`src/rtl/id_ex_pkg.sv`:
```
// Shared widths and state encoding for the ID/EX elastic pipeline register.
package id_ex_pkg;

  localparam int DATA_W_DEF = 32;
  localparam int REG_W_DEF  = 5;
  localparam int WB_W_DEF   = 2;
  localparam int MEM_W_DEF  = 3;
  localparam int EX_W_DEF   = 4;

  typedef enum logic [1:0] {
    EMPTY = 2'd0,
    BUSY  = 2'd1,
    FULL  = 2'd2
  } state_e;

endpackage

```
`src/rtl/id_ex_elastic.sv`:
```
// ID/EX pipeline register with a two-slot skid buffer so Ready_o never
// depends combinationally on Ready_i.
module id_ex_elastic
  import id_ex_pkg::*;
#(
  parameter int DATA_W = DATA_W_DEF,
  parameter int REG_W  = REG_W_DEF,
  parameter int WB_W   = WB_W_DEF,
  parameter int MEM_W  = MEM_W_DEF,
  parameter int EX_W   = EX_W_DEF
) (
  input  logic              Clock_i,
  input  logic              Reset_i,
  input  logic              Flush_i,
  input  logic              Valid_i,
  output logic              Ready_o,
  input  logic [WB_W-1:0]   WB_i,
  input  logic [MEM_W-1:0]  MEM_i,
  input  logic [EX_W-1:0]   EX_i,
  input  logic [DATA_W-1:0] Data1_i,
  input  logic [DATA_W-1:0] Data2_i,
  input  logic [DATA_W-1:0] Immediate_i,
  input  logic [REG_W-1:0]  RegRs_i,
  input  logic [REG_W-1:0]  RegRt_i,
  input  logic [REG_W-1:0]  RegRd_i,
  output logic              Valid_o,
  input  logic              Ready_i,
  output logic [WB_W-1:0]   WB_o,
  output logic [MEM_W-1:0]  MEM_o,
  output logic [EX_W-1:0]   EX_o,
  output logic [DATA_W-1:0] Data1_o,
  output logic [DATA_W-1:0] Data2_o,
  output logic [DATA_W-1:0] Immediate_o,
  output logic [REG_W-1:0]  RegRs_o,
  output logic [REG_W-1:0]  RegRt_o,
  output logic [REG_W-1:0]  RegRd_o
);

  localparam int PAY_W = WB_W + MEM_W + EX_W + 3 * DATA_W + 3 * REG_W;

  state_e             state_q, state_d;
  logic [PAY_W-1:0]   main_q, main_d;
  logic [PAY_W-1:0]   skid_q, skid_d;
  logic [PAY_W-1:0]   in_pay;
  logic               accept;
  logic               deliver;

  assign in_pay  = {WB_i, MEM_i, EX_i, Data1_i, Data2_i, Immediate_i,
                    RegRs_i, RegRt_i, RegRd_i};
  assign accept  = Valid_i & Ready_o;
  assign deliver = Valid_o & Ready_i;

  // SKID is deliberately left out of reset: it is only read after being loaded.
  always_ff @(posedge Clock_i) begin
    if (Reset_i) begin
      state_q <= EMPTY;
      main_q  <= '0;
    end else begin
      state_q <= state_d;
      main_q  <= main_d;
    end
    skid_q <= skid_d;
  end

  // Flush leaves MAIN untouched so the data outputs keep their last value.
  always_comb begin
    state_d = state_q;
    main_d  = main_q;
    skid_d  = skid_q;
    if (Flush_i) begin
      state_d = EMPTY;
    end else begin
      case (state_q)
        EMPTY: begin
          if (accept) begin
            main_d  = in_pay;
            state_d = BUSY;
          end
        end
        BUSY: begin
          if (accept && deliver) begin
            main_d = in_pay;
          end else if (accept) begin
            skid_d  = in_pay;
            state_d = FULL;
          end else if (deliver) begin
            state_d = EMPTY;
          end
        end
        FULL: begin
          if (deliver) begin
            main_d  = skid_q;
            state_d = BUSY;
          end
        end
        default: state_d = EMPTY;
      endcase
    end
  end

  // Control fields become a bubble whenever nothing valid is presented.
  always_comb begin
    Ready_o = (state_q != FULL);
    Valid_o = (state_q != EMPTY);
    {WB_o, MEM_o, EX_o, Data1_o, Data2_o, Immediate_o,
     RegRs_o, RegRt_o, RegRd_o} = main_q;
    if (!Valid_o) begin
      WB_o  = '0;
      MEM_o = '0;
      EX_o  = '0;
    end
  end

endmodule

```
`config.mk`:
```
export PLATFORM = sky130hd
export DESIGN_NAME = id_ex_elastic
export DESIGN_NICKNAME = d
export VERILOG_FILES = /design/src/rtl/id_ex_pkg.sv /design/src/rtl/id_ex_elastic.sv
export SDC_FILE = /design/constraint.sdc
export NUM_CORES = 1
export LEC_CHECK = 0
export CAP_MARGIN = 20
export CORE_MARGIN = 8
export CORE_UTILIZATION = 50
export DETAILED_ROUTE_END_ITERATION = 12
export HOLD_SLACK_MARGIN = 0.1
export PLACE_DENSITY = 0.87
export SLEW_MARGIN = 25
export SYNTH_ARGS = -nofsm -noshare
export SYNTH_HDL_FRONTEND = slang
export SYNTH_SLANG_ARGS = --single-unit
```
`constraint.sdc`:
```
create_clock -name Clock_i -period 14.7 [get_ports Clock_i]
set_input_delay 1.47 -clock Clock_i [delete_from_list [all_inputs] [get_ports Clock_i]]
set_output_delay 1.47 -clock Clock_i [all_outputs]
set_load 0.01 [all_outputs]
```
==> impl_metrics.yaml <==
clock_tree:
  root_buffer: "clkbuf_16"
  clk_pin_slew_ns: 0.06
  cts_inserted_buffers: 25
  ctsResizeCount: 0
  clk_latency_ns: 0.51
  holdBufCountCts: 0
  cts_tree: "done"
  clkSinkCount: 242
  clockBufferDepth: 3
  cts_htree_levels: 1
  post_cts_buffers: 0
synth:
  syn_area_per_cell_sq_um: 12.31
  synth_top_family_by_area: "compound AO/OA/AOI/OAI gates"
  synth-seq-area-share_pct: 51.60
  synthMuxAreaShare_pct: 10.25
  ys_ff_latch: 242
  synth_cells: 952
  synth_compound_area_share_pct: 19.58
  synthesis.nets: 1077
  syn-cell-area_sq_mm: 0.01172
  synthSimpleGateAreaFrac_pct: 7.379
  yosysWarningCount: 0
  yosysUniqueCellTypes: 27
  synth-xor-area-share_pct: 0
  synthAdderAreaFrac_pct: 0
worst_setup_path:
  r2r_end: "main_q[23]$_SDFFE_PP0P_"
  worstPathRequired_ns: 15.12
  worst_setup_path_start_kind: "input port"
  crit_chain: "clkdlybuf4s50_1, nand2b_1, a21oi_4, buf_12, buf_16, o21ai_0, o41ai_2"
  worstPathArrival_ns: 4.26
  worstSetupPathType: "in2reg"
  reg2reg_depth: 5
  path_buf_inv: 3
  end_kind: "flip-flop"
  r2r_start: "state_q[1]$_SDFFE_PP0P_"
  r2r_slack_ns: 11.76
  crit_path_max_fanout: 109
  critPathMaxStageDelay_ns: 0.74
  cpLargestDelayFamily: "buffers and inverters"
  crit_slowest_cell: "a21oi_4"
power:
  swShare_pct: 22.34
  power_leakage_nw: 4.824
  seq_power_share_pct: 46.9
  switching_power_w: 0.0003509
  p_total_w: 0.001570
  irDropWorstVdd_mv: 0.08198
  comb_power_share_pct: 11.0
  pwr-share-clk_pct: 42.0
  powerDensity_mw_per_mm2: 109.5
  p_int_w: 0.001219
floorplan:
  rows: 56
  fp.dieW_um: 169.1
  io_pins: 247
  core-area_sq_mm: 0.02326
  dieArea_sq_mm: 0.02859
  die_y_um: 169.1
  start_util_pct: 50.37
placed_design:
  hpwl_mm: 16.50
  place.gp.congestion: 0.7083
  place_ws_ns: 10.40
  io_buffer_count: 246
  post-place-cells: 1321
layout:
  drive_gt1_share_pct: 13.06
  finalNonFillerCells: 1370
  syn2layout_area_growth_pct: 22.35
  layout_commonest_cell: "clkdlybuf4s50_1"
  fillers: 1829
  fin_nets: 1156
  layout_common_cells: "clkdlybuf4s50_1, nor2b_1, dfxtp_1"
sta:
  finalHoldViolCount: 0
  rsz0062_at_grt: "no"
  worstMarginPinSlew_ns: 0.8910
  hold_ws_ns: 0.5783
  slew_headroom_pct: 40.60
  finalSetupTns_ns: 0
  fin_crit_sh_pct: 26.16
  max_freq_mhz: 260.0
  setup_ws_ns: 10.85
  skew_ns: 0.01580
  setup_viol: 0
  layout_min_cycle_time_ns: 3.846
  maxSlewViolCount: 0
global_routing:
  antenna_found_initial: 2
  grt_pass1_vias: 7672
  grt_usage_pct: 17.69
  overflow: 0
  grt_max_degree: 209
  grt_first_pass_wirelength_mm: 41.87
route:
  via_count: 7446
  drt_iter0_drc: 538
  routed_wl_mm: 26.76
  ant_nets: 0
  drc: 0
  dr.pass1.iters: 5
  routed_via_density: 5.435
  wl_per_cell_um: 19.53
worst_hold_path:
  hold_class: "reg2reg"
  hold_start: "main_q[114]$_SDFFE_PP0P_"
  hold_depth: 3
  whs_endpoint: "main_q[114]$_SDFFE_PP0P_"
flow_run:
  maxCapViolCount: 0
status:
  status: "complete, no violations"
how the worst max path moves through the flow:
stage / start / to / cells past startpoint
final: Ready_i / main_q[38]$_SDFFE_PP0P_ / 7
after global routing: Ready_i / main_q[45]$_SDFFE_PP0P_ / 7
after CTS: Ready_i / main_q[59]$_SDFFE_PP0P_ / 6
after detailed placement: Ready_i / main_q[43]$_SDFFE_PP0P_ / 6
after global placement: Ready_i / main_q[38]$_SDFFE_PP0P_ / 6
after floorplan: Flush_i / skid_q[0]$_DFFE_PP_ / 5
through the flow:
step / cell area, sq um / util, %
2_1_floorplan: 11720 / -
3_3_place_gp: 13370 / 57.48
3_5_place_dp: 13400 / 57.59
4_1_cts: 14270 / 61.34
5_1_grt: 14330 / 61.62
6_report: 14340 / 61.63
cell type report:
type	instances	area, sq um	share of cell area, %
antenna	2	5.005	0.03491
clock buffer	37	752.0	5.245
clock inverter	8	118.9	0.8291
inverter	2	7.507	0.05237
multi-input combinational	503	4373	30.50
sequential	242	6046	42.17
tap	319	399.1	2.784
timing repair buffer	257	2635	18.38
cells by family (layout without fill, tap and decap cells):
kind of cell | count (synthesis) | after routing
muxes | 120 | 120
other | 0 | 2
DFF | 242 | 242
AOI/OAI and AO/OA | 245 | 245
and+or+nand+nor | 138 | 138
buffers and inverters | 207 | 304
tightest hold or removal path, cell delays in order, from the launching register on:
cell and delay [ns]:
dfxtp_1 0.31, nor2b_1 0.12, o21ai_1 0.07, o41ai_1 0.05
synthesized netlist by cell type:
library cell	instances	area [sq um]
buf_2	22	110.1
a21oi_4	1	16.27
buf_6	4	45.04
nor4_1	1	6.260
dfxtp_1	122	2442
nor3_1	1	5.000
inv_1	2	7.510
o21a_1	1	7.510
a21oi_1	2	10.01
edfxtp_1	120	3603
nand2_1	1	3.750
nor2_1	1	3.750
nand2b_1	1	6.260
o22a_1	1	8.760
buf_4	123	923.4
o41ai_2	80	1301
clkbuf_1	45	168.9
o41ai_1	40	350.3
and2b_4	1	10.01
o21ai_1	92	460.4
nor3b_1	1	7.510
clkbuf_4	4	30.03
mux2i_1	120	1201
buf_1	7	26.28
nor2b_1	130	813.3
and3b_1	1	8.760
o21ai_0	28	140.1
sequential cells by signal, summed over array words and instances, names as in the netlist:
register and count:
state_q 2, main_q 120, skid_q 120
power by group through the flow:
stage	sequential (W)	clock, W	combinational (W)
after CTS	0.000737	0.000676	0.000172
final	0.000737	0.000660	0.000173
after global placement	0.000751	0	0.000167
after floorplan	0.000749	0	0.000110
after detailed placement	0.000751	0	0.000171
after global routing	0.000739	0.000701	0.000185
metal layers:
| metal | global-route usage, % | vias to the layer above | wire length, um | share of wire [%] |
|---|---|---|---|---|
| li1 | - | 3607 | - | - |
| met1 | 22.13 | 3563 | 11520 | 43 |
| met2 | 29.28 | 232 | 12530 | 47 |
| met3 | 5.567 | 42 | 2071 | 7.7 |
| met4 | 4.425 | 2 | 623 | 2.3 |
| met5 | 0 | - | 9 | 0.034 |
Note: power is estimated with default switching activity, not from simulation.
